`config.mk`:
```
export PLATFORM = sky130hd
export DESIGN_NAME = seq_div
export DESIGN_NICKNAME = d
export VERILOG_FILES = /design/src/rtl/seq_div_pkg.sv /design/src/rtl/seq_div_step.sv /design/src/rtl/seq_div.sv
export SDC_FILE = /design/constraint.sdc
export NUM_CORES = 1
export LEC_CHECK = 0
export ABC_AREA = 1
export CORE_UTILIZATION = 40
export DETAILED_ROUTE_END_ITERATION = 10
export GPL_ROUTABILITY_DRIVEN = 0
export PLACE_DENSITY = 0.6
export SLEW_MARGIN = 0
export SYNTH_ARGS = -nofsm -noshare
export SYNTH_HDL_FRONTEND = slang
export SYNTH_HIERARCHICAL = 1
export SYNTH_SLANG_ARGS = --single-unit
```
`constraint.sdc`:
```
create_clock -name CLK -period 11.99 [get_ports CLK]
set_input_delay 1.199 -clock CLK [delete_from_list [all_inputs] [get_ports CLK]]
set_output_delay 1.199 -clock CLK [all_outputs]
set_load 0.005 [all_outputs]
```
`src/rtl/seq_div_pkg.sv`:
```
// Shared types and constants for the sequential restoring divider.
package seq_div_pkg;

    typedef enum logic [1:0] {
        IDLE = 2'd0,
        CALC = 2'd1,
        DONE = 2'd2
    } state_t;

    localparam int N_DEFAULT = 32;

    // Wide mask; the divider slices the low N bits for its saturated quotient.
    localparam int N_MAX = 128;
    localparam logic [N_MAX-1:0] QUOT_ALL_ONES = '1;

endpackage

```
`src/rtl/seq_div_step.sv`:
```
// One restoring-division step: shift in the next dividend bit, subtract the divisor if it fits.
// Combinational; the incoming remainder is always below the divisor, so the result fits in N bits.
module seq_div_step
    import seq_div_pkg::*;
#(
    parameter int N = N_DEFAULT
) (
    input  logic [N-1:0] rem,
    input  logic         nxt_bit,
    input  logic [N-1:0] divisor,
    output logic [N-1:0] rem_next,
    output logic         q_bit
);

    logic [N:0] shifted;

    always_comb begin
        shifted  = {rem, nxt_bit};
        // A set top bit means the (N+1)-bit value already exceeds any N-bit divisor.
        q_bit    = shifted[N] || (shifted[N-1:0] >= divisor);
        rem_next = q_bit ? (shifted[N-1:0] - divisor) : shifted[N-1:0];
    end

endmodule

```
`src/rtl/seq_div.sv`:
```
// Sequential unsigned 2N/N restoring divider with valid/ready handshakes on both sides.
// N+1 cycles for a normal divide, one cycle for divide-by-zero or quotient overflow.
module seq_div
    import seq_div_pkg::*;
#(
    parameter int N = N_DEFAULT
) (
    input  logic           CLK,
    input  logic           RST,
    input  logic           IN_VALID,
    output logic           IN_READY,
    input  logic [2*N-1:0] DIVIDEND,
    input  logic [N-1:0]   DIVISOR,
    output logic           OUT_VALID,
    input  logic           OUT_READY,
    output logic [N-1:0]   QUOTIENT,
    output logic [N-1:0]   REMAINDER,
    output logic           DIV_BY_ZERO,
    output logic           OVERFLOW
);

    localparam int CW = (N > 1) ? $clog2(N) : 1;
    localparam logic [N-1:0] Q_SAT = QUOT_ALL_ONES[N-1:0];

    state_t        state;
    logic [CW-1:0] cnt;
    logic [N-1:0]  prem;
    logic [N-1:0]  shreg;
    logic [N-1:0]  dvsr;
    logic [N-1:0]  rem_next;
    logic          q_bit;
    logic [N-1:0]  q_next;

    seq_div_step #(.N(N)) u_step (
        .rem      (prem),
        .nxt_bit  (shreg[N-1]),
        .divisor  (dvsr),
        .rem_next (rem_next),
        .q_bit    (q_bit)
    );

    // Dividend low bits leave at the top of shreg while quotient bits enter at the bottom.
    assign q_next = {shreg[N-2:0], q_bit};

    always_ff @(posedge CLK or posedge RST) begin
        if (RST) begin
            state       <= IDLE;
            IN_READY    <= 1'b1;
            OUT_VALID   <= 1'b0;
            cnt         <= '0;
            prem        <= '0;
            shreg       <= '0;
            dvsr        <= '0;
            QUOTIENT    <= '0;
            REMAINDER   <= '0;
            DIV_BY_ZERO <= 1'b0;
            OVERFLOW    <= 1'b0;
        end else begin
            case (state)
                IDLE: begin
                    if (IN_VALID) begin
                        IN_READY <= 1'b0;
                        dvsr     <= DIVISOR;
                        if (DIVISOR == '0) begin
                            state       <= DONE;
                            OUT_VALID   <= 1'b1;
                            QUOTIENT    <= Q_SAT;
                            REMAINDER   <= DIVIDEND[N-1:0];
                            DIV_BY_ZERO <= 1'b1;
                            OVERFLOW    <= 1'b0;
                        end else if (DIVIDEND[2*N-1:N] >= DIVISOR) begin
                            state       <= DONE;
                            OUT_VALID   <= 1'b1;
                            QUOTIENT    <= Q_SAT;
                            REMAINDER   <= '0;
                            DIV_BY_ZERO <= 1'b0;
                            OVERFLOW    <= 1'b1;
                        end else begin
                            state <= CALC;
                            prem  <= DIVIDEND[2*N-1:N];
                            shreg <= DIVIDEND[N-1:0];
                            cnt   <= '0;
                        end
                    end
                end
                CALC: begin
                    prem  <= rem_next;
                    shreg <= q_next;
                    cnt   <= cnt + CW'(1);
                    if (cnt == CW'(N-1)) begin
                        state       <= DONE;
                        OUT_VALID   <= 1'b1;
                        QUOTIENT    <= q_next;
                        REMAINDER   <= rem_next;
                        DIV_BY_ZERO <= 1'b0;
                        OVERFLOW    <= 1'b0;
                    end
                end
                DONE: begin
                    if (OUT_READY) begin
                        state     <= IDLE;
                        OUT_VALID <= 1'b0;
                        IN_READY  <= 1'b1;
                    end
                end
                default: begin
                    state     <= IDLE;
                    IN_READY  <= 1'b1;
                    OUT_VALID <= 1'b0;
                end
            endcase
        end
    end

endmodule

```
* Word level (Yosys, flattened, before mapping)
Cells that the tools add are included.
Storage, ports and cells: flip-flop bits (word level) 171, input port bits 100, word-level logic and storage cells 81
Operators by class: add/sub/neg operators 2, magnitude comparators 2, eq/ne operators 9, mux-type cells 46, bitwise logic cells 1, reduce and logical (&&, ||, !) cells 10
Operators by type and width (number):
- 2-to-1 mux 32 bit | 15
- case mux 32 bit (2 select lines) | 4
- >= comparator 32 bit | 2
- zero test 32 bit | 1
- subtractor 32 bit | 1
- 2-to-1 mux 5 bit | 3
- 2-to-1 mux 1 bit | 13
- AND reduction 4 bit | 3
- 2-to-1 mux 2 bit | 5
- != test 2 bit, second input constant | 5
- case mux 5 bit (2 select lines) | 1
- case mux 1 bit (3 select lines) | 2
- case mux 2 bit (3 select lines) | 1
- AND reduction 3 bit | 2
- adder 5 x 1 -> 5 bit, second input constant | 1
- == test 5 bit, second input constant | 1
- case mux 1 bit (2 select lines) | 2
- != test 3 bit, second input constant | 1
- == test 2 x 1 -> 1 bit, second input constant | 1
- == test 2 bit, second input constant | 1
- zero test 2 bit | 1
- AND reduction 2 bit | 1
- nonzero test 2 bit | 1
- logical OR 1 bit | 1
- NOT 1 bit | 1

* Longest topological paths before layout
Gate-level depths: netlist of the first run.
word-level depth 5, gate-level depth with buffers 20

* Hierarchy
The synthesis of the first run kept the hierarchy.
By module, submodules not included:
- seq_div | times used 1, cells an instance 1145, area an instance 8727.1 um2, sequential area each 4280.4 um2
- seq_div_step | times used 1, cells an instance 664, area an instance 3088.0 um2, sequential area each 0.0 um2

* Worst setup path before layout of the first run
Ideal clock, no wire load.
kind input-to-reg, start point in DIVISOR[27], end point reg QUOTIENT[20], library setup time 117 ps, arrival 2653 ps, required time 11873 ps, slack 9220 ps, stages 14, buffers on the path 2, cell sequence inv_1 -> ha_1 -> nand2_1 -> inv_1 -> nand3_1 -> or2_0 -> a21oi_1 -> nor2_1 -> nand3_2 -> nand2_1 -> buf_4 -> buf_4 -> nand2_1 -> nand2_1
On the way: cells in the longest elaborated chain, start to end 4
RTL lines:
- from (decl) | RTL line seq_div.sv:13 | input logic [N-1:0] DIVISOR,
- parallel branches: the longest is 4 deep, another holds >= comparator 32 bit
- to (signal assigned) | RTL line seq_div.sv:93 | QUOTIENT <= q_next;
- to (decl) | RTL line seq_div.sv:16 | output logic [N-1:0] QUOTIENT,
Several ways; the timed one is not identified. The select of a mux whose other input is x is not followed. A chain may end at the register's enable or synchronous reset.

* Final worst setup path of the first run
start point in DIVISOR[7], end point reg REMAINDER[16]
On the way: cells in the longest elaborated chain, start to end 4
RTL lines:
- parallel branches: the longest is 4 deep, another holds >= comparator 32 bit
- to (signal assigned) | RTL line seq_div.sv:68 | REMAINDER <= DIVIDEND[N-1:0];
- to (signal assigned) | RTL line seq_div.sv:94 | REMAINDER <= rem_next;
- to (decl) | RTL line seq_div.sv:17 | output logic [N-1:0] REMAINDER,
Several ways; the timed one is not identified. The select of a mux whose other input is x is not followed.

==> impl_metrics.tcl, run 1 <==
set metrics [dict create \
    final-setup-viol-count 0 \
    synth_area_leaders "dfrtp_1, nand2_1, ha_1" \
    maxCapViolCount 0 \
    crit_path_end_kind "flip-flop" \
    place_area_um2 13700 \
    clock-sinks 171 \
    maxSlewViolCount 0 \
    antenna_found_initial 1 \
    areaGrowthSynthToFinish_pct 20.9 \
    wl_um 37700 \
    hold_viol 0 \
    worstPathRequired_ps 12320 \
    rr_startpoint "dvsr[28]" \
    synth_area_per_cell_um2 6.53 \
    multi_input_area_um2 6350 \
    rr_worst_depth 15 \
    die-area_um2 30200 \
    async_flop_share_pct 100 \
    powerDensity_nw_per_um2 324 \
    hpwl_um 27800 \
    num-fill-cells 3036 \
    insertion_delay_ps 450 \
    power_uw 4630 \
    yosysWarnings 6 \
    ios 168 \
    rrSetupSlack_ps 8480 \
    setup_slack_ps 7610 \
    holdBufCountCts 0 \
    outcome "finished, final reports clean" \
    yosys.area_share.simple_pct 40.6 \
    synth_edf_count 0 \
    rsz0062_at_grt "no" \
    worstMarginPinSlew_ps 1280 \
    wl_per_cell_um 16.2 \
    startpoint_type "input pin" \
    remaining_drc_errors 0 \
    period_share_pct 36.5 \
    synth_top_cell_by_area "dfrtp_1" \
    core_um2 28900 \
    min-delay-start "REMAINDER[20]" \
    min_path_type "flip-flop to flip-flop" \
    netlist_area_um2 11800 \
    rows 62 \
    fin_crit_ps 4380 \
    synth.most_common_cell "nand2_1" \
    synth-compound-area-share_pct 4.86 \
    synth_common_cells "nand2_1, inv_1, nor2_1, dfrtp_1, nand3_1" \
    fin_tns_setup_ps 0 \
    vias 11747 \
    worstPathArrival_ps 4710 \
    synth.net_count 1976 \
    synth_cells 1809 \
    dieHeight_um 174 \
    die_w_um 174 \
    cp_max_fo 70 \
    post_cts_buffers 0 \
    synthXorXnorAreaFrac_pct 1.04 \
    grt_pass1_vias 11509 \
    cts_buffer_depth 2 \
    overflow 0 \
    cts_buffers 17 \
    start_util_pct 40.9 \
    fin_area_um2 14300 \
    seq_area_frac_synth_pct 36.2 \
    synthAdderAreaFrac_pct 7.16 \
    ys_ff_latch 171 \
    p_leak_uw 0.00785 \
    clk_pin_slew_ps 80 \
    synth_top_family_by_area "simple AND/OR/NAND/NOR gates" \
    synthMuxAreaShare_pct 0 \
    grt_pass1_wl_um 61400 \
    io_buffers 167 \
    grt_max_degree 71 \
    synth_top_area_share_pct 36.0 \
    ctsHtreeMaxLevel 4 \
    peakVddDrop_mv 0.243 \
    nets 2101 \
    track_usage_pct 25.6 \
    cts-root-buf "clkbuf_16" \
    ys.flop_type "dfrtp_1" \
    via_per_inst 5.04 \
    utilization_pct 49.5 \
    min_to "REMAINDER[20]" \
    cts_tree "done" \
    antenna_left 0 \
    hold_path_depth 2 \
    pre_cts_slack_ps 7120 \
    worstReg2RegEnd "REMAINDER[24]" \
    drt-initial-drc-count 1092 \
    fmax_ghz 0.228 \
    layout-drive-gt1-share_pct 3.75 \
    cts-resized-gates 0 \
    max_slew_margin_pct 14.5 \
    final-seq-area_um2 4280 \
    yosysUniqueCellTypes 34 \
    firstDrtPassIters 6 \
    critPathKind "input pin to flip-flop" \
    skew_ps 22.7 \
]
routing by layer:
layer  vias to the layer above  share of wire, %  global-route usage [%]
met3                        53               5.2                    3.27
met2                       332                45                    40.5
li1                       5852                 -                       -
met1                      5510                47                    36.7
met5                         -                 0                       0
met4                         0               2.2                    7.20
cells in the final DEF, fill, tap and decap left out, types with 6 or more instances in the layout:
| master | instances |
|---|---|
| nor2_1 | 173 |
| inv_2 | 6 |
| dfrtp_1 | 170 |
| buf_4 | 10 |
| inv_1 | 212 |
| nand4_1 | 12 |
| nand3b_1 | 36 |
| nand3_1 | 144 |
| nor3_1 | 7 |
| clkdlybuf4s50_1 | 167 |
| inv_6 | 6 |
| a21oi_1 | 63 |
| xor2_1 | 14 |
| clkbuf_16 | 17 |
| nand2_2 | 8 |
| o21ai_0 | 39 |
| nand2_1 | 756 |
| ha_1 | 66 |
cell type report:
type | instances | area share, %
Antenna cell | 1 | 0.0175
Clock buffer | 17 | 2.98
Clock inverter | 15 | 1.21
Inverter | 219 | 5.79
Multi-Input combinational cell | 1348 | 44.5
Sequential cell | 171 | 30.0
Tap cell | 384 | 3.36
Timing Repair Buffer | 177 | 12.2
critical path, cell delays in order:
cell and delay, ps:
clkdlybuf4s50_1 480, inv_1 60, ha_1 290, nand2_1 70
nor2_1 180, nand2_1 110, nor2_1 100, nor2_1 50
nand2_1 150, nand2_1 120, nand3_2 70, buf_4 570
nand2_2 600, buf_4 460, nand2_1 110, nand2_1 60
worst max path at each step:
| stage | cells after the start | slack (ps) | endpoint | start |
|---|---|---|---|---|
| after floorplan | 1 | 6160 | DIV_BY_ZERO | RST |
| after global placement | 16 | 7200 | QUOTIENT[9] | DIVISOR[7] |
| after detailed placement | 16 | 7120 | REMAINDER[16] | DIVISOR[7] |
| after CTS | 16 | 7580 | REMAINDER[16] | DIVISOR[7] |
| after global routing | 16 | 7330 | QUOTIENT[14] | DIVISOR[7] |
| final | 16 | 7610 | REMAINDER[16] | DIVISOR[7] |
where the power goes:
| group | leakage, µW | switching (µW) | total, µW | internal [µW] |
|---|---|---|---|---|
| Clock | 0.000293 | 282 | 564 | 282 |
| Sequential | 0.00213 | 179 | 1040 | 856 |
| Combinational | 0.00543 | 1990 | 3030 | 1040 |
| Total | 0.00785 | 2450 | 4630 | 2180 |
state kept, by name (all words and copies together), names as in the netlist:
signal,flops
shreg,32
REMAINDER,32
OVERFLOW,1
prem,32
QUOTIENT,32
OUT_VALID,1
cnt,5
state,2
dvsr,32
IN_READY,1
DIV_BY_ZERO,1
logic make-up (layout without fill, tap and decap cells):
group / after synthesis / count (layout)
XOR/XNOR: 14 / 14
adder cells (fa/ha/maj): 67 / 67
buffers and inverters: 290 / 428
AND/OR/NAND/NOR: 1156 / 1156
flip-flops: 171 / 171
other: 0 / 1
AO/OA/AOI/OAI: 111 / 111
through the flow:
| step | hold WS (ps) | cells |
|---|---|---|
| global placement | 454 | 2299 |
| detailed placement | 459 | 2299 |
| finish | 475 | 2332 |
| global route | 494 | 2331 |
| CTS | 478 | 2331 |
| floorplan | 442 | 1809 |
(Power assumes the default switching activity.)
==> run 2: changes to the inputs <==
- PLACE_DENSITY: 0.6 -> 0.62
- clock period: 11.99 -> 3.8 ns (I/O delays scaled with it)
==> run 2 against run 1 <==
Net effect:
- sequential power grew to 3.2 times the previous value
- hold slack lost 2.6 ps
- clock skew shrank 5.5 ps
- cell count grew 0.34%
- critical endpoint is now REMAINDER[24]
- critical path depth shrank 2
- utilization grew 0.18 points
- global-route usage shrank 0.71 points
- die area is the same
- highest routed layer unchanged
- sequential cell count is the same
==> impl_metrics.tcl, run 2 (same netlist as run 1, synthesis figures left out) <==
set metrics [dict create \
    cp_max_fo 30 \
    vias 11708 \
    utilization_pct 49.7 \
    power.internal_uw 6950 \
    areaGrowthSynthToFinish_pct 21.4 \
    dieHeight_um 174 \
    powerDensity_nw_per_um2 1010 \
    min_path_type "flip-flop to flip-flop" \
    io_buffers 167 \
    grt_pass1_wl_um 59700 \
    startpoint_type "flip-flop" \
    antenna_found_initial 1 \
    seq_power_share_pct 22.6 \
    wl_per_cell_um 15.9 \
    start_util_pct 40.9 \
    insertion_delay_ps 440 \
    clock-sinks 171 \
    combPwrFrac_pct 65.9 \
    rows 62 \
    outcome "finished, final reports clean" \
    clk_pin_slew_ps 70 \
    ctsHtreeMaxLevel 4 \
    switchingPower_uw 7590 \
    antenna_left 0 \
    maxSlewViolCount 0 \
    track_usage_pct 24.9 \
    crit_path_end_kind "flip-flop" \
    holdBufCountCts 0 \
    p_leak_uw 0.00787 \
    layout-drive-gt1-share_pct 4.09 \
    ios 168 \
    wl_um 37100 \
    pre_cts_slack_ps 708 \
    setup_slack_ps 652 \
    hpwl_um 27900 \
    cts_buffer_depth 2 \
    hold_viol 0 \
    fin_tns_setup_ps 0 \
    peakVddDrop_mv 0.509 \
    power.share.clock_pct 11.5 \
    via_per_inst 5.00 \
    critPathKind "flip-flop to flip-flop" \
    hold_path_depth 2 \
    max_slew_margin_pct 35.5 \
    sw_frac_of_total_pct 52.2 \
    num-fill-cells 2952 \
    worstPathRequired_ps 4170 \
    rsz0062_at_grt "no" \
    worstPathArrival_ps 3520 \
    period_share_pct 82.8 \
    fmax_ghz 0.318 \
    cts_buffers 17 \
    post_cts_buffers 0 \
    skew_ps 17.2 \
    maxCapViolCount 0 \
    die-area_um2 30200 \
    grt_pass1_vias 11358 \
    final-setup-viol-count 0 \
    overflow 0 \
    firstDrtPassIters 5 \
    fin_crit_ps 3150 \
    layout_common_cells "nand2_1, inv_1, nor2_1" \
    die_w_um 174 \
    core_um2 28900 \
    cts-resized-gates 0 \
    hold_ws_ps 472 \
    final_common_cell "nand2_1" \
    grt_max_degree 70 \
    nets 2109 \
    remaining_drc_errors 0 \
    cts_tree "done" \
    rr_worst_depth 14 \
    cts-root-buf "clkbuf_16" \
    worstMarginPinSlew_ps 966 \
    drt-initial-drc-count 932 \
]
## run 2: worst paths after layout
path | from | slack (ps) | end
max | prem[26] | 650 | REMAINDER[24]
min | QUOTIENT[4] | 470 | QUOTIENT[4]
max reg2reg | prem[26] | 650 | REMAINDER[24]
min reg2reg | QUOTIENT[4] | 470 | QUOTIENT[4]
max in group asynchronous | RST | 2330 | IN_READY
min in group asynchronous | RST | 490 | REMAINDER[19]
## run 2: power by group through the flow
stage	Sequential, µW	Combinational, µW	Clock [µW]
floorplan	3160	6740	0
CTS	3290	9530	1690
finish	3290	9580	1670
detailed placement	3300	9460	0
global route	3390	10800	1780
global placement	3310	9370	0
## run 2: through the flow
step,area [µm²],power [µW],instances
floorplan,11800,9900,1809
global placement,13800,12700,2307
detailed placement,13800,12800,2307
CTS,14300,14500,2339
global route,14300,16000,2340
finish,14300,14500,2340
## run 2: routing by layer
layer | wire, µm | GRT usage [%]
met5 | 0 | 0
met3 | 2370 | 4.41
met4 | 898 | 8.11
met1 | 17000 | 34.5
met2 | 16900 | 39.3
## run 2: worst max-delay path, stage by stage, from the launching register on
cell and delay (ps):
dfrtp_1 400, ha_1 380, a21oi_1 310, inv_1 100, o21ai_0 170, nand2_1 100
nor2_2 170, nand2_4 170, inv_2 470, nand2_1 110, nand2_1 130, nand2_1 140
a21oi_1 210, nand3_1 90, nand2_1 100
## run 2: final cells by class
| cell class | count | area (µm²) | share of cell area [%] |
|---|---|---|---|
| clock inverters | 11 | 83.8 | 0.585 |
| multi-input cells | 1348 | 6350 | 44.3 |
| well taps | 384 | 480 | 3.35 |
| diodes | 1 | 2.50 | 0.0174 |
| flip-flops and latches | 171 | 4280 | 29.8 |
| inverters | 219 | 826 | 5.76 |
| repair buffers | 185 | 1840 | 12.9 |
| clock buffers | 21 | 470 | 3.28 |
==> run 3: changes to the inputs <==
- clock period: 3.8 -> 2.82 ns (I/O delays scaled with it)
==> run 3 against run 2 <==
Net effect:
- clock power up 44%
- critical path depth unchanged
- die area unchanged
- sequential share of layout area down 1.1 points
- clock skew up 3.4 ps
- register-to-register slack worse by 470 ps
- combinational power up 48%
- total power up 45%
- utilization up 1.9 points
- cell count up 1.6%
- critical path type unchanged
- largest cell class unchanged
==> impl_metrics.tcl, run 3 (same netlist as run 1, synthesis figures left out) <==
set metrics [dict create \
    worstPathArrival_ps 3010 \
    vias 12011 \
    startpoint_type "flip-flop" \
    clk_pin_slew_ps 80 \
    switchingPower_uw 10900 \
    antenna_found_initial 1 \
    core_um2 28900 \
    peakVddDrop_mv 0.915 \
    rows 62 \
    final-setup-viol-count 0 \
    fmax_ghz 0.380 \
    cts_tree "done" \
    setup_slack_ps 186 \
    power.share.clock_pct 11.5 \
    worstPathRequired_ps 3200 \
    cts_buffers 17 \
    combPwrFrac_pct 67.4 \
    hpwl_um 29300 \
    cp_max_fo 17 \
    firstDrtPassIters 5 \
    areaGrowthSynthToFinish_pct 26.1 \
    worstPathCellList "ha_1 > a21o_1 > a31oi_2 > nand2_1 > nor2_4 > nand2_4 > inv_4 > buf_12 > nand2_1 > nand2_1 > nand2_1 > a21oi_1 > nand3_1 > nand2_1" \
    period_share_pct 93.4 \
    outcome "finished, final reports clean" \
    crit_path_top_delay_cell "dfrtp_1" \
    min_path_type "input pin to asynchronous set/reset pin" \
    grt_pass1_wl_um 62200 \
    ios 168 \
    critPathKind "flip-flop to flip-flop" \
    grt_max_degree 70 \
    cts_buffer_depth 2 \
    io_buffers 167 \
    antenna_left 0 \
    drt-initial-drc-count 925 \
    hold_viol 0 \
    power_uw 21100 \
    layout-drive-gt1-share_pct 7.18 \
    cp_top_family "simple AND/OR/NAND/NOR gates" \
    p_leak_uw 0.00812 \
    start_util_pct 40.9 \
    die-area_um2 30200 \
    skew_ps 20.6 \
    sw_frac_of_total_pct 51.8 \
    track_usage_pct 26.0 \
    holdBufCountCts 0 \
    cts-root-buf "clkbuf_16" \
    final_common_cell "nand2_1" \
    max_slew_margin_pct 43.5 \
    nets 2146 \
    wl_um 38800 \
    cp_common_cell "nand2_1" \
    die_w_um 174 \
    maxSlewViolCount 0 \
    pre_cts_slack_ps -87.0 \
    ctsHtreeMaxLevel 4 \
    clock-sinks 171 \
    fin_crit_ps 2630 \
    worstMarginPinSlew_ps 848 \
    critPathBufInv 2 \
    powerDensity_nw_per_um2 1410 \
    power.internal_uw 10200 \
    layout_common_cells "nand2_1, inv_1, nor2_1" \
    dieHeight_um 174 \
    wl_per_cell_um 16.3 \
    max_stage_delay_ps 410 \
    crit_path_end_kind "flip-flop" \
    maxCapViolCount 0 \
    remaining_drc_errors 0 \
    insertion_delay_ps 450 \
    grt_pass1_vias 11388 \
    overflow 0 \
    seq_power_share_pct 21.1 \
    via_per_inst 5.05 \
]
==> run 3: changes by cell type in the layout (fill, tap and decap cells not counted), moves of 7 or more <==
cell | before | now
buf_4 | 15 | 39
a21oi_1 | 63 | 54
a21oi_2 | 0 | 9
buf_12 | 3 | 11
nand2_2 | 8 | 16
nand2_1 | 756 | 749
==> run 3: final timing paths <==
path,startpoint,to,slack (ps),cells past startpoint
max,prem[28],REMAINDER[2],190,14
min,RST,QUOTIENT[29],320,2
max reg2reg,prem[28],REMAINDER[2],190,14
min reg2reg,REMAINDER[1],REMAINDER[1],480,2
max in group asynchronous,RST,REMAINDER[27],1770,3
min in group CLK,DIVISOR[4],dvsr[4],470,3
==> run 3: per-layer routing <==
layer / up-vias / track usage [%] / routed length (µm)
met3: 38 / 4.10 / 2360
li1: 5945 / - / -
met1: 5643 / 37.2 / 18100
met2: 385 / 41.3 / 17800
met5: - / 0 / 0
met4: 0 / 5.48 / 502
==> run 3: stage by stage <==
stage / hold WS (ps) / TNS (ps) / utilization [%] / area [µm²] / instances
3_3_place_gp: 453 / -1420 / 49.0 / 14100 / 2342
4_1_cts: 352 / 0 / 51.1 / 14700 / 2374
3_5_place_dp: 457 / -1730 / 49.0 / 14100 / 2342
6_report: 319 / 0 / 51.6 / 14900 / 2377
5_1_grt: 396 / -3.61 / 51.6 / 14900 / 2377
2_1_floorplan: 399 / 0 / - / 11800 / 1809
==> run 3: timing repair <==
action                                  4_1_cts  5_1_grt
endpoints found under the setup margin        0       40
gates resized for setup                       0       34
buffers inserted                              0        0
==> run 3: area by class of cell <==
type                       count  area (µm²)
fill                        2927       14000
clock inverter                14         170
clock buffer                  18         429
timing repair buffer         221        2250
multi-input combinational   1349        6460
inverter                     219         828
tap                          384         480
sequential                   171        4280
antenna                        1        2.50
==> run 3: power groups by stage <==
stage	logic, µW	clock network (µW)	registers, µW
floorplan	9080	0	4260
global placement	13500	0	4450
detailed placement	13600	0	4440
CTS	13700	2450	4430
global route	15800	2540	4580
finish	14200	2410	4440
